File: src/rtl/ddr_rd_sum.sv
// AXI4 read master that sweeps a contiguous DDR region one burst at a time
// and keeps a wrap-around 32-bit sum of every 32-bit word it reads.
module ddr_rd_sum #(
  parameter int DATA_WIDTH = 64,
  parameter int BURST_LEN  = 16,
  parameter int NUM_BURSTS = 1024
) (
  input  logic                  m_axi_aclk,
  input  logic                  m_axi_areset,
  input  logic                  start,
  input  logic [31:0]           base_addr,
  output logic [31:0]           partial_sum,
  output logic                  busy,
  output logic                  done,
  output logic                  err,
  output logic [31:0]           m_axi_araddr,
  output logic [7:0]            m_axi_arlen,
  output logic [2:0]            m_axi_arsize,
  output logic [1:0]            m_axi_arburst,
  output logic                  m_axi_arvalid,
  input  logic                  m_axi_arready,
  input  logic [DATA_WIDTH-1:0] m_axi_rdata,
  input  logic [1:0]            m_axi_rresp,
  input  logic                  m_axi_rlast,
  input  logic                  m_axi_rvalid,
  output logic                  m_axi_rready
);
  localparam int LANES       = DATA_WIDTH / 32;
  localparam int BYTES       = DATA_WIDTH / 8;
  localparam int BURST_BYTES = BURST_LEN * BYTES;
  localparam int ALIGN_BITS  = $clog2(BURST_BYTES);

  localparam logic [31:0] ALIGN_MASK = ~((32'd1 << ALIGN_BITS) - 32'd1);
  localparam logic [31:0] ADDR_STEP  = 32'(BURST_BYTES);
  localparam logic [8:0]  LAST_BEAT  = 9'(BURST_LEN - 1);
  localparam logic [15:0] LAST_BURST = 16'(NUM_BURSTS - 1);

  localparam logic [1:0] S_IDLE = 2'd0;
  localparam logic [1:0] S_ADDR = 2'd1;
  localparam logic [1:0] S_DATA = 2'd2;
  localparam logic [1:0] S_DONE = 2'd3;

  logic [1:0]  state_q, state_d;
  logic        start_q;
  logic [31:0] araddr_q, araddr_d;
  logic [31:0] sum_q, sum_d;
  logic [15:0] burst_cnt_q, burst_cnt_d;
  logic [8:0]  beat_cnt_q, beat_cnt_d;
  logic        busy_q, busy_d;
  logic        done_q, done_d;
  logic        err_q, err_d;
  logic        arvalid_q, arvalid_d;
  logic        rready_q, rready_d;

  logic [31:0] lane_sum;
  logic        start_edge;
  logic        beat;

  always_comb begin
    lane_sum = '0;
    for (int i = 0; i < LANES; i++) lane_sum = lane_sum + m_axi_rdata[i*32 +: 32];
  end

  assign start_edge = start & ~start_q;
  assign beat       = m_axi_rvalid & rready_q;

  always_comb begin
    state_d     = state_q;
    araddr_d    = araddr_q;
    sum_d       = sum_q;
    burst_cnt_d = burst_cnt_q;
    beat_cnt_d  = beat_cnt_q;
    busy_d      = busy_q;
    done_d      = done_q;
    err_d       = err_q;
    arvalid_d   = arvalid_q;
    rready_d    = rready_q;
    case (state_q)
      S_IDLE: begin
        if (start_edge) begin
          araddr_d    = base_addr & ALIGN_MASK;
          sum_d       = '0;
          burst_cnt_d = '0;
          done_d      = 1'b0;
          err_d       = 1'b0;
          busy_d      = 1'b1;
          arvalid_d   = 1'b1;
          state_d     = S_ADDR;
        end
      end
      S_ADDR: begin
        if (arvalid_q && m_axi_arready) begin
          arvalid_d  = 1'b0;
          beat_cnt_d = '0;
          rready_d   = 1'b1;
          state_d    = S_DATA;
        end
      end
      S_DATA: begin
        if (beat) begin
          sum_d      = sum_q + lane_sum;
          beat_cnt_d = beat_cnt_q + 9'd1;
          // A misplaced or missing RLAST is flagged, but the burst always ends on RLAST.
          if ((m_axi_rresp != 2'b00) || (m_axi_rlast != (beat_cnt_q == LAST_BEAT)))
            err_d = 1'b1;
          if (m_axi_rlast) begin
            rready_d = 1'b0;
            if (burst_cnt_q == LAST_BURST) begin
              state_d = S_DONE;
            end else begin
              burst_cnt_d = burst_cnt_q + 16'd1;
              araddr_d    = araddr_q + ADDR_STEP;
              arvalid_d   = 1'b1;
              state_d     = S_ADDR;
            end
          end
        end
      end
      default: begin
        busy_d  = 1'b0;
        done_d  = 1'b1;
        state_d = S_IDLE;
      end
    endcase
  end

  always_ff @(posedge m_axi_aclk) begin
    if (m_axi_areset) begin
      state_q     <= S_IDLE;
      start_q     <= 1'b0;
      araddr_q    <= '0;
      sum_q       <= '0;
      burst_cnt_q <= '0;
      beat_cnt_q  <= '0;
      busy_q      <= 1'b0;
      done_q      <= 1'b0;
      err_q       <= 1'b0;
      arvalid_q   <= 1'b0;
      rready_q    <= 1'b0;
    end else begin
      state_q     <= state_d;
      start_q     <= start;
      araddr_q    <= araddr_d;
      sum_q       <= sum_d;
      burst_cnt_q <= burst_cnt_d;
      beat_cnt_q  <= beat_cnt_d;
      busy_q      <= busy_d;
      done_q      <= done_d;
      err_q       <= err_d;
      arvalid_q   <= arvalid_d;
      rready_q    <= rready_d;
    end
  end

  assign partial_sum   = sum_q;
  assign busy          = busy_q;
  assign done          = done_q;
  assign err           = err_q;
  assign m_axi_araddr  = araddr_q;
  assign m_axi_arlen   = 8'(BURST_LEN - 1);
  assign m_axi_arsize  = 3'($clog2(BYTES));
  assign m_axi_arburst = 2'b01;
  assign m_axi_arvalid = arvalid_q;
  assign m_axi_rready  = rready_q;

endmodule

File: config.mk
export PLATFORM = sky130hd
export DESIGN_NAME = ddr_rd_sum
export DESIGN_NICKNAME = d
export VERILOG_FILES = /design/src/rtl/ddr_rd_sum.sv
export SDC_FILE = /design/constraint.sdc
export NUM_CORES = 1
export LEC_CHECK = 0
export CAP_MARGIN = 20
export CORE_MARGIN = 2
export CORE_UTILIZATION = 50
export DETAILED_ROUTE_END_ITERATION = 12
export HOLD_SLACK_MARGIN = 0.1
export PLACE_DENSITY = 0.83
export SYNTH_ARGS = -nofsm -noshare
export SYNTH_HDL_FRONTEND = slang
export SYNTH_SLANG_ARGS = --single-unit
File: constraint.sdc
create_clock -name m_axi_aclk -period 7.9 [get_ports m_axi_aclk]
set_clock_uncertainty 0.05 [all_clocks]
set_input_delay 1.58 -clock m_axi_aclk [delete_from_list [all_inputs] [get_ports m_axi_aclk]]
set_output_delay 1.58 -clock m_axi_aclk [all_outputs]
set_load 0.03 [all_outputs]
==> results.yml <==
timing:
  relSlewSlack_pct: 34.2
  slew_viol_final: 0
  final.min_clock_period_ns: 4.79
  tns_ns: 0
  setup_violations: 0
  worst_pin_slew_ns: 0.975
  max_freq_mhz: 209
  final_hold_viol_count: 0
  rsz0062_at_grt: "no"
  period_share_pct: 60.6
power_and_ir_drop:
  combPwrFrac_pct: 47.1
  switching_share_pct: 40.6
  power_density_nw_per_um2: 242
  p_switching_uw: 830
  clkPwrFrac_pct: 24.5
  leakagePower_uw: 0.00332
  seqPwrFrac_pct: 28.4
  p_int_uw: 1210
  peakVddDrop_mv: 0.128
place:
  hpwl_um: 12300
  gp_congestion: 0.895
  io_buffers: 158
  dp.cells: 1080
global_routing:
  grt_max_degree: 52
  grt_pass1_vias: 5912
  antenna_found_initial: 0
  grt_pass1_wl_um: 27900
  grt_overflow: 0
  grt_usage_pct: 23.8
setup_path:
  path_buf_inv: 1
  end_kind: "register"
  cp.arrival_ns: 5.00
  critPathMaxFanout: 4
  critical_path.top_delay_family: "compound AO/OA/AOI/OAI gates"
  critPathSlowestCell: "clkdlybuf4s50_1"
  r2r_slack_ns: 4.46
  cp.required_ns: 8.12
  startpoint_type: "input pin"
  cp_cell_sequence: "clkdlybuf4s50_1 > fa_1 > ha_1 > fa_1 > a21o_1 > a221o_1 > a221o_1 > a21oi_2 > o21ai_1 > a2111oi_2 > a21oi_1 > o31ai_1"
  cp_slowest_stage_delay_ns: 0.50
  critPathKind: "in2reg"
route:
  wl_per_cell_um: 15.1
  dr.pass1.iters: 5
  vias: 6167
  drc: 0
  drt_iter0_markers: 599
  viasPerCell: 5.63
  wl_um: 16600
  drtAntennaViolNets: 0
die:
  die_x_um: 118
  die_h_um: 118
  rows: 41
  dieArea_um2: 14000
  start_util_pct: 51.4
  pin_count: 186
  coreArea_um2: 12700
logic_synthesis:
  synth_async_sr_flop_share_pct: 0
  synthCells: 779
  yosys_warnings: 0
  synthDistinctLibCells: 73
  ys_seq_area_share_pct: 27.5
  yosys.area.top_type_share_pct: 27.5
  synthTopCellsByArea: "dfxtp_1 (28%), fa_1 (9.8%), ha_1 (7.1%)"
  synth_commonest_cells: "nor2_1 (92), dfxtp_1 (90), nand2_1 (85), a21oi_1 (55), o21ai_0 (51)"
  synth_area_um2: 6540
  ys_ff_latch: 90
  synth_top_area_cell: "dfxtp_1"
  synth_area_per_cell_um2: 8.40
  synth_flop_cell: "dfxtp_1"
  synth_edf_count: 0
  synth_most_common_cell: "nor2_1"
finish:
  fillers: 1120
  layout-drive-gt1-share_pct: 4.87
  final_cells: 1096
  antenna_cells: 0
  areaGrowthSynthToFinish_pct: 29.1
  nets: 1092
clocking:
  cts_made_buffers: 9
  cts.repair.resized: 0
  cts_hold_buf: 0
  clkLatencyLatePin_ns: 0.35
  cts_root_buf: "clkbuf_16"
  htreeDepth: 3
  cts_tree: "built"
  clock-sinks: 90
  path_clk_slew_ns: 0.07
  clock_path_buffers: 2
  cts_setup_buffers: 0
outcome:
  outcome: "complete, no violations"
worst_hold_path:
  hold_path.class: "reg2reg"
run:
  max_cap_violations: 0
==> flip-flops by register name (all words and copies together), names as in the netlist <==
| signal | count |
|---|---|
| m_axi_araddr | 25 |
| state_q | 2 |
| done | 1 |
| start_q | 1 |
| busy | 1 |
| err | 1 |
| beat_cnt_q | 9 |
| partial_sum | 32 |
| m_axi_rready | 1 |
| m_axi_arvalid | 1 |
| burst_cnt_q | 16 |
==> worst paths after layout <==
path / from / end / cells after the start
worst max-delay path: m_axi_rdata[1] / partial_sum[21] / 12
worst min-delay path: m_axi_araddr[31] / m_axi_araddr[31] / 2
worst max register to register: partial_sum[1] / partial_sum[21] / 11
worst min register to register: m_axi_araddr[31] / m_axi_araddr[31] / 2
==> cells in the final DEF, fill, tap and decap left out, drive strengths merged, types with 15 or more instances in the layout <==
cell type      Yosys  final
nor2              93     93
dfxtp             90     90
a222oi            15     15
o21ai             52     52
xnor2             17     17
clkdlybuf4s50      0    157
inv               18     18
nor3              16     16
xor2              31     31
conb               2     20
a21o              15     15
nand3             30     30
nand2             86     86
a21oi             56     56
ha                37     37
fa                32     32
==> cell families after synthesis <==
kind of cell,Yosys count,share of synthesized area [%]
simple gates,290,20.9
compound gates,198,20.0
flops,90,27.5
buf+inv,72,6.50
fa+ha+maj,69,16.9
xor+xnor,48,6.43
mux,10,1.63
other cells,2,0.115
==> per-layer routing <==
layer / GRT usage, % / vias to the layer above / wire length, um
met2: 40.9 / 213 / 8200
met1: 30.8 / 2907 / 7130
met3: 3.47 / 26 / 913
met5: 0 / - / 0
li1: - / 3021 / -
met4: 7.74 / 0 / 313
==> tightest hold or removal path: stages (launching register included) <==
cell     delay, ns
dfxtp_1       0.32
nand2_1       0.05
a21oi_1       0.05
==> final cells by class <==
cell class | instances | area, um2 | area share [%]
Timing Repair Buffer | 165 | 1630 | 19.3
Clock inverter | 4 | 98.8 | 1.17
Clock buffer | 12 | 246 | 2.92
Tap cell | 172 | 215 | 2.55
Sequential cell | 90 | 1800 | 21.3
Multi-Input combinational cell | 635 | 4390 | 51.9
Inverter | 18 | 67.6 | 0.800
==> through the flow <==
step                      utilization (%)  cell area, um2  hold WS [ns]  power, uW  setup slack [ns]
after floorplan                         -            6610         0.403       1270              3.50
after global placement               63.7            8100         0.396       1520              2.84
after detailed placement             63.7            8100         0.417       1540              2.78
after CTS                            66.4            8450         0.425       2040              3.14
after global routing                 66.4            8450         0.438       2170              2.88
final                                66.4            8450         0.419       2040              3.11
==> power groups by stage <==
stage                     Clock [uW]  Sequential (uW)  Combinational (uW)
after detailed placement           0              589                 950
after global placement             0              587                 935
final                            502              581                 962
after CTS                        507              580                 958
after floorplan                    0              679                 594
after global routing             531              591                1050
Note: power is estimated with default switching activity, not from simulation.
